## src/rtl/regfile_bypass_sb_pkg.sv

```systemverilog
// regfile_bypass_sb_pkg
//   Shared definitions for the register file with bypass and scoreboard:
//   the FSM state encoding and the default geometry constants.
package regfile_bypass_sb_pkg;

    // Clear sweep after reset, then normal operation.
    typedef enum logic [0:0] {
        ST_CLEAR = 1'b0,
        ST_RUN   = 1'b1
    } rf_state_e;

    localparam int RF_DATA_W = 32;
    localparam int RF_DEPTH  = 32;
    localparam int RF_NUM_RD = 3;

endpackage

```

## src/rtl/regfile_bypass_sb_read_port.sv

```systemverilog
// rf_read_port
//   One combinational read port of the register file.
//   Ports:
//     run       in   1       high when the file is out of its clear sweep
//     addr      in   ADDR_W  register being read
//     reg_data  in   DATA_W  stored value of the addressed register
//     reg_busy  in   1       scoreboard bit of the addressed register
//     wr_en     in   1       writeback enable (same cycle)
//     wr_addr   in   ADDR_W  writeback destination
//     wr_data   in   DATA_W  writeback data
//     data      out  DATA_W  read data (bypassed when writeback hits)
//     busy      out  1       pending write not satisfied this cycle
module rf_read_port
    import regfile_bypass_sb_pkg::*;
#(
    parameter int DATA_W   = RF_DATA_W,
    parameter int ADDR_W   = 5,
    parameter int ZERO_REG = 1
) (
    input  logic              run,
    input  logic [ADDR_W-1:0] addr,
    input  logic [DATA_W-1:0] reg_data,
    input  logic              reg_busy,
    input  logic              wr_en,
    input  logic [ADDR_W-1:0] wr_addr,
    input  logic [DATA_W-1:0] wr_data,
    output logic [DATA_W-1:0] data,
    output logic              busy
);

    logic is_zero_s;
    assign is_zero_s = (ZERO_REG != 32'sd0) && (addr == {ADDR_W{1'b0}});

    // Select zero, the in-flight writeback value, or the stored value.
    always_comb begin
        data = {DATA_W{1'b0}};
        busy = 1'b0;
        if (!run) begin
            // Contents are undefined until swept; present zero and idle.
            data = {DATA_W{1'b0}};
            busy = 1'b0;
        end else if (is_zero_s) begin
            data = {DATA_W{1'b0}};
            busy = 1'b0;
        end else if (wr_en && (wr_addr == addr)) begin
            // Writeback satisfies the pending write in this very cycle.
            data = wr_data;
            busy = 1'b0;
        end else begin
            data = reg_data;
            busy = reg_busy;
        end
    end

endmodule

```

## src/rtl/regfile_bypass_sb.sv

```systemverilog
// regfile_bypass_sb
//   Integer register file with NUM_RD combinational read ports, one
//   synchronous write port with write-to-read bypass, a per-register
//   pending-write scoreboard, and a post-reset clear sweep.
//   Ports:
//     clk      in   1              rising-edge clock
//     reset    in   1              synchronous active-high reset
//     rd_addr  in   NUM_RD*ADDR_W  packed read addresses (port i at i*ADDR_W)
//     rd_data  out  NUM_RD*DATA_W  packed read data, combinational
//     rd_busy  out  NUM_RD         per-port pending-write flag
//     wr_en    in   1              writeback enable
//     wr_addr  in   ADDR_W         writeback destination
//     wr_data  in   DATA_W         writeback data
//     iss_en   in   1              issue of an instruction with a destination
//     iss_rd   in   ADDR_W         destination of the issued instruction
//     ready    out  1              high once the clear sweep has finished
module regfile_bypass_sb
    import regfile_bypass_sb_pkg::*;
#(
    parameter int DATA_W   = RF_DATA_W,
    parameter int DEPTH    = RF_DEPTH,
    parameter int ADDR_W   = $clog2(DEPTH),
    parameter int NUM_RD   = RF_NUM_RD,
    parameter int ZERO_REG = 1
) (
    input  logic                     clk,
    input  logic                     reset,
    input  logic [NUM_RD*ADDR_W-1:0] rd_addr,
    output logic [NUM_RD*DATA_W-1:0] rd_data,
    output logic [NUM_RD-1:0]        rd_busy,
    input  logic                     wr_en,
    input  logic [ADDR_W-1:0]        wr_addr,
    input  logic [DATA_W-1:0]        wr_data,
    input  logic                     iss_en,
    input  logic [ADDR_W-1:0]        iss_rd,
    output logic                     ready
);

    localparam logic [ADDR_W-1:0] PTR_ONE  = ADDR_W'(1'b1);
    localparam logic [ADDR_W-1:0] PTR_LAST = ADDR_W'(DEPTH - 1);

    rf_state_e         state_r;
    rf_state_e         next_state_s;
    logic [ADDR_W-1:0] clr_ptr_r;
    logic              ready_r;
    logic [DATA_W-1:0] regs_r [DEPTH];
    logic [DEPTH-1:0]  busy_r;
    logic [DEPTH-1:0]  busy_next_s;

    logic run_s;
    logic wr_zero_s;
    logic iss_zero_s;
    logic wr_commit_s;
    logic iss_commit_s;

    assign run_s        = (state_r == ST_RUN);
    assign wr_zero_s    = (ZERO_REG != 32'sd0) && (wr_addr == {ADDR_W{1'b0}});
    assign iss_zero_s   = (ZERO_REG != 32'sd0) && (iss_rd == {ADDR_W{1'b0}});
    assign wr_commit_s  = run_s && wr_en && !wr_zero_s;
    assign iss_commit_s = run_s && iss_en && !iss_zero_s;
    assign ready        = ready_r;

    // Next-state logic: leave the sweep after the last index is cleared.
    always_comb begin
        next_state_s = state_r;
        case (state_r)
            ST_CLEAR: begin
                if (clr_ptr_r == PTR_LAST) begin
                    next_state_s = ST_RUN;
                end else begin
                    next_state_s = ST_CLEAR;
                end
            end
            ST_RUN:  next_state_s = ST_RUN;
            default: next_state_s = ST_CLEAR;
        endcase
    end

    // FSM state register.
    always_ff @(posedge clk) begin
        if (reset) begin
            state_r <= ST_CLEAR;
        end else begin
            state_r <= next_state_s;
        end
    end

    // Clear-sweep pointer, advances only while sweeping.
    always_ff @(posedge clk) begin
        if (reset) begin
            clr_ptr_r <= {ADDR_W{1'b0}};
        end else if (state_r == ST_CLEAR) begin
            clr_ptr_r <= clr_ptr_r + PTR_ONE;
        end else begin
            clr_ptr_r <= clr_ptr_r;
        end
    end

    // Ready rises on the same edge that enters RUN.
    always_ff @(posedge clk) begin
        if (reset) begin
            ready_r <= 1'b0;
        end else begin
            ready_r <= (next_state_s == ST_RUN);
        end
    end

    // Scoreboard update: writeback clears, issue sets; issue applied last so
    // a same-cycle issue to the written register leaves it busy.
    always_comb begin
        busy_next_s = busy_r;
        if (wr_commit_s) begin
            busy_next_s[wr_addr] = 1'b0;
        end else begin
            busy_next_s = busy_next_s;
        end
        if (iss_commit_s) begin
            busy_next_s[iss_rd] = 1'b1;
        end else begin
            busy_next_s = busy_next_s;
        end
    end

    // Scoreboard register.
    always_ff @(posedge clk) begin
        if (reset) begin
            busy_r <= {DEPTH{1'b0}};
        end else begin
            busy_r <= busy_next_s;
        end
    end

    // Storage: the sweep zeroes one entry per cycle, RUN takes writebacks.
    // No reset term on the array itself; the sweep is what initialises it.
    always_ff @(posedge clk) begin
        if (!reset) begin
            if (state_r == ST_CLEAR) begin
                regs_r[clr_ptr_r] <= {DATA_W{1'b0}};
            end else if (wr_commit_s) begin
                regs_r[wr_addr] <= wr_data;
            end
        end
    end

    for (genvar i = 0; i < NUM_RD; i++) begin : g_rd
        logic [ADDR_W-1:0] addr_s;
        assign addr_s = rd_addr[i*ADDR_W +: ADDR_W];

        rf_read_port #(
            .DATA_W   (DATA_W),
            .ADDR_W   (ADDR_W),
            .ZERO_REG (ZERO_REG)
        ) u_rd (
            .run      (run_s),
            .addr     (addr_s),
            .reg_data (regs_r[addr_s]),
            .reg_busy (busy_r[addr_s]),
            .wr_en    (wr_en),
            .wr_addr  (wr_addr),
            .wr_data  (wr_data),
            .data     (rd_data[i*DATA_W +: DATA_W]),
            .busy     (rd_busy[i])
        );
    end

endmodule

```

## config.mk

```make
export PLATFORM = sky130hd
export DESIGN_NAME = regfile_bypass_sb
export DESIGN_NICKNAME = d
export VERILOG_FILES = /design/src/rtl/regfile_bypass_sb_pkg.sv /design/src/rtl/regfile_bypass_sb_read_port.sv /design/src/rtl/regfile_bypass_sb.sv
export SDC_FILE = /design/constraint.sdc
export NUM_CORES = 2
export LEC_CHECK = 0
export CAP_MARGIN = 25
export CORE_MARGIN = 4
export CORE_UTILIZATION = 35
export CTS_CLUSTER_DIAMETER = 30
export DETAILED_ROUTE_END_ITERATION = 8
export REMOVE_ABC_BUFFERS = 1
export SYNTH_ARGS = -nofsm -noshare
export SYNTH_HDL_FRONTEND = slang
export SYNTH_SLANG_ARGS = --single-unit
```

## constraint.sdc

```tcl
create_clock -name clk -period 6 [get_ports clk]
set_clock_uncertainty 0.1 [all_clocks]
set_input_delay 1.2 -clock clk [delete_from_list [all_inputs] [get_ports clk]]
set_output_delay 1.2 -clock clk [all_outputs]
set_load 0.05 [all_outputs]
```

After elaboration in Yosys (flattened, before gate mapping)
Memory sizes are Yosys's and may differ from the RTL's. Index checks and enable logic that the tools add are counted.

Bits in registers: 38. Memory bits (writable): 1024. Word-level logic and storage cells: 79. Memories kept: 1.

Memories: regs_r (words 32, bits a word 32, read ports 3, clocked after Yosys merged registers in 0, write ports 1, line regfile_bypass_sb.sv:46) `logic [DATA_W-1:0] regs_r [DEPTH];`.

$add $sub $neg: 1. $lt $le $gt $ge: 7. Eq/ne operators: 4. Muxes and demuxes: 42. Bitwise gates (word level): 4. Reductions and logical operators: 17.

Operator list (count): $mux 32 (12); $and 32x32->32 (1); $not 32->32 (1); $or 32x32->32 (1); $reduce_or 32->1 (1); $lt 5x6->1 const B (5); $logic_not 5->1 (5); $mux 1 (23); $bmux 1 s5 (3); $eq 5x5->1 (3); $demux 1 s5 (2); $ge 5x1->1 const B (2); $logic_and 1x1->1 (9); $add 5x1->5 const B (1); $eq 5x5->1 const B (1); $mux 5 (1); $logic_not 1->1 (2); $pmux 1 s2 (1); $not 1->1 (1).

Logic depth before layout (Yosys ltp)
Word-level depth: 9. Depth in mapped cells: 10.

Modules after synthesis
From an unflattened synthesis, not the netlist that was laid out.

Cells, all modules: 5296. Area total of the unflattened synthesis: 61828.0 um2.

Modules (own cells, without submodules): regfile_bypass_sb (instances 1, cells an instance 4921, area an instance 59819.9 um2, seq. area each 31510.2 um2); rf_read_port (instances 3, cells an instance 125, area an instance 669.4 um2, seq. area each 0.0 um2).

Worst setup path after synthesis
Ideal clock, no wire load.

Path kind: input to output. Start point: input rd_addr[0]. End point: output rd_data[30]. Arrival: 3.666 ns. Required time: 4.700 ns. Path slack: 1.034 ns. Cell stages on the path: 9. Buffers on the path: 5. Cell sequence: buf_4 buf_6 buf_6 xnor2_1 nand3_1 or2_2 clkbuf_1 clkbuf_1 a211oi_1.

Cells in the longest elaborated chain, start to end: 5. Elaborated cells on any way between the ends: 7. Those cells by class: 1 x eq/ne; 3 x mux; 2 x reduce/logical; 1 x memory.

RTL lines: from (decl) (line regfile_bypass_sb.sv:28) `input logic [NUM_RD*ADDR_W-1:0] rd_addr,`; branches (longest 3 deep; another with $mem_v2 32x32); $mux 32 * (line regfile_bypass_sb_read_port.sv:42) `end else if (is_zero_s) begin`; $mux 32 * (line regfile_bypass_sb_read_port.sv:38) `if (!run) begin`; to (decl) (line regfile_bypass_sb.sv:29) `output logic [NUM_RD*DATA_W-1:0] rd_data,`.

Every way passes the cells marked *.

Final worst setup path
Start point: input rd_addr[8]. End point: output rd_data[46].

Same word-level chain as after synthesis.

==> flow_metrics.py <==
metrics = {
    "cts": {
        "clock-sinks": 1062,
        "cts_max_level": 4,
        "cts_tree": "built",
        "clockRootBuffer": "clkbuf_16",
        "ctsLongestPathBuffers": 3,
        "cts-resized-gates": 0,
        "cts_setup_buffers": 0,
        "clk_pin_slew_ns": 0.05,
        "numCtsBuffers": 213,
        "clock_latency_ns": 0.82,
        "hold_buffers": 0,
    },
    "worst_setup_path": {
        "worstSetupEndpointType": "primary output",
        "cp_data_required_time_ns": 4.70,
        "cp_max_fo": 15,
        "rr_worst_depth": 7,
        "critical_path_class": "in -> out",
        "reg2reg_to": "regs_r[15][16]$_DFFE_PP_",
        "worstReg2RegStart": "ready$_SDFF_PP0_",
        "cp.arrival_ns": 4.29,
        "startpoint_type": "input pin",
        "r2r_slack_ns": 1.84,
        "crit_start": "rd_addr[8]",
    },
    "pwr": {
        "irDropWorstVdd_uv": 308.0,
        "p_per_area_mw_per_mm2": 295.2,
        "p_leak_nw": 22.61,
        "finalPower_mw": 21.76,
    },
    "placed_design": {
        "io_buffers": 160,
        "postPlaceCellArea_sq_mm": 0.06607,
        "gp_congestion": 0.9372,
        "hpwl_microns": 147400,
    },
    "logic_synthesis": {
        "synth_edf_count": 1024,
        "synth-adder-area-share_pct": 0.04208,
        "synth_area_leaders": "edfxtp_1 52%, mux4_2 24%, mux2i_1 5.8%",
        "synth_xor_area_share_pct": 0.2651,
        "synth_top_flop_cell": "edfxtp_1",
        "synth_top_family_by_area": "multiplexers",
        "syn_avg_cell_area_sq_um": 15.90,
        "yosys.area.top_type_share_pct": 51.71,
        "yosys.area_share.simple_pct": 4.385,
        "ys_warn_count": 0,
        "ys_types": 57,
        "synth-async-reset-ratio_pct": 0,
        "synth_mux_area_share_pct": 30.65,
        "syn_inst": 3741,
        "synth_area_sq_mm": 0.05947,
        "ys_ff_latch": 1062,
        "synth-compound-area-share_pct": 8.641,
        "seq_area_frac_synth_pct": 52.98,
        "synth_top_area_cell": "edfxtp_1",
    },
    "sta": {
        "hold_viol_final": 0,
        "max_freq_mhz": 178.8,
        "post-route-period-util_pct": 93.21,
        "finalSetupViolCount": 0,
        "slew_headroom_pct": 25.78,
        "rsz0062_at_grt": "no",
        "tightestPinTransition_ns": 1.108,
        "drv_slew": 0,
        "period_needed_ns": 5.592,
        "tns_ns": 0,
    },
    "routing": {
        "drc_errors": 0,
        "met1_length_microns": 78840,
        "dr_total_vias": 42980,
        "dr.pass1.iters": 8,
        "detailroute.wirelength.met3_microns": 26370,
        "wl_per_cell_microns": 35.93,
        "ant_nets": 0,
        "drt-initial-drc-count": 6077,
        "dr.max_layer_used": "met5",
        "routed_wl_microns": 231400,
        "avgViaCountPerCell": 6.674,
        "wl_met2_microns": 107700,
    },
    "finish": {
        "post-route-cell-area_sq_mm": 0.07372,
        "final_common_cell": "edfxtp_1",
        "fin_nets": 4098,
        "drive_above_1_share_pct": 34.93,
        "final_cell_mix": "1024 x edfxtp_1, 637 x mux4_2, 345 x mux2i_1, 219 x clkbuf_16, 219 x buf_4",
        "synthToLayoutAreaGrowth_pct": 23.96,
    },
    "global_route": {
        "antenna_found_initial": 5,
        "grt_pass1_wl_microns": 323200,
        "gr-total-overflow": 0,
        "grt_max_degree": 65,
        "grt_pass1_vias": 42500,
        "grt_usage_pct": 25.81,
    },
    "floorplan": {
        "ios": 161,
        "rows": 151,
        "fp.dieW_microns": 420.2,
        "core_sq_mm": 0.1691,
        "start_util_pct": 35.17,
        "die_y_microns": 420.2,
        "die_area_sq_mm": 0.1766,
    },
    "outcome": {
        "status": "completed",
    },
    "min_path": {
        "min_to": "busy_r[0]$_SDFF_PP0_",
        "min_path_cells": 1,
        "worstHoldStart": "busy_r[0]$_SDFF_PP0_",
        "hp-class": "reg -> reg",
    },
    "flow_run": {
        "drv_cap": 0,
    },
}
-- metal layers --
metal / global-route usage (%) / vias up
li1: - / 16700
met1: 31.25 / 22200
met2: 40.81 / 3303
met3: 6.363 / 782
met4: 17.62 / 6
met5: 0 / -
-- cell families (layout without fill, tap and decap cells) --
logic type / count (synthesis) / after routing
compound gates: 742 / 742
fa+ha+maj: 2 / 2
mux: 1020 / 1020
xor+xnor: 18 / 18
flops: 1062 / 1062
other cells: 0 / 2
simple gates: 531 / 531
buf+inv: 366 / 845
-- sequential cells by signal, summed over array words and instances (netlist names) --
name / count
busy_r: 32
regs_r: 1024
clr_ptr_r: 5
ready: 1
-- metrics by stage --
stage	instances	hold slack, ns	setup WS (ns)	utilization (%)
after global placement	6025	0.3813	0.5318	39.04
after CTS	6429	0.3952	0.4590	43.48
after floorplan	3383	0.3609	0.4664	-
final	6440	0.3948	0.4075	43.60
after global routing	6438	0.4182	0.3654	43.59
after detailed placement	6029	0.3885	0.4821	39.07
-- synthesized netlist by cell type, drive strengths merged (7+ instances only) --
cell    instances
buf           205
nor2          139
o211ai         38
mux4          637
dfxtp          38
nand2         125
a221oi         10
or3             8
and2           60
o221ai         55
inv             8
o22ai         154
clkbuf        153
and3           12
mux2           38
o21ai          67
edfxtp       1024
o32a           59
or2             7
a211oi         71
a21oi         101
a31oi          97
nor3           38
mux2i         345
nand2b         21
xnor2           8
xor2           10
nand3          41
nor2b          53
a22oi          32
o22a           30
a211o          15
-- how the worst max path moves through the flow --
stage,endpoint,slack (ns)
floorplan,rd_data[12],0.47
global placement,rd_data[62],0.53
finish,rd_data[46],0.41
detailed placement,rd_data[62],0.48
global route,rd_data[46],0.37
CTS,rd_data[62],0.46
-- final cells by class --
| cell class | count | area, sq um |
|---|---|---|
| antenna | 2 | 5.005 |
| fill | 14620 | 95370 |
| inverter | 8 | 31.28 |
| timing repair buffer | 437 | 5499 |
| tap | 2218 | 2775 |
| multi-input combinational | 2313 | 26450 |
| clock buffer | 237 | 5515 |
| clock inverter | 163 | 1931 |
| sequential | 1062 | 31510 |
-- report_power, final --
part	switching, mW	total [mW]	leakage [nW]	internal, mW
Sequential	0.0316	8.11	8.35	8.08
Clock	4.14	12.2	3.57	8.02
Combinational	0.877	1.49	10.7	0.610
-- worst max-delay path, cell delays in order --
cell,delay (ns)
clkdlybuf4s50_1,0.67
buf_4,0.26
xor2_1,0.09
nor4_1,0.40
and4_2,0.81
o32a_1,0.61
buf_12,0.21
Power figures use the tool's default switching activity.
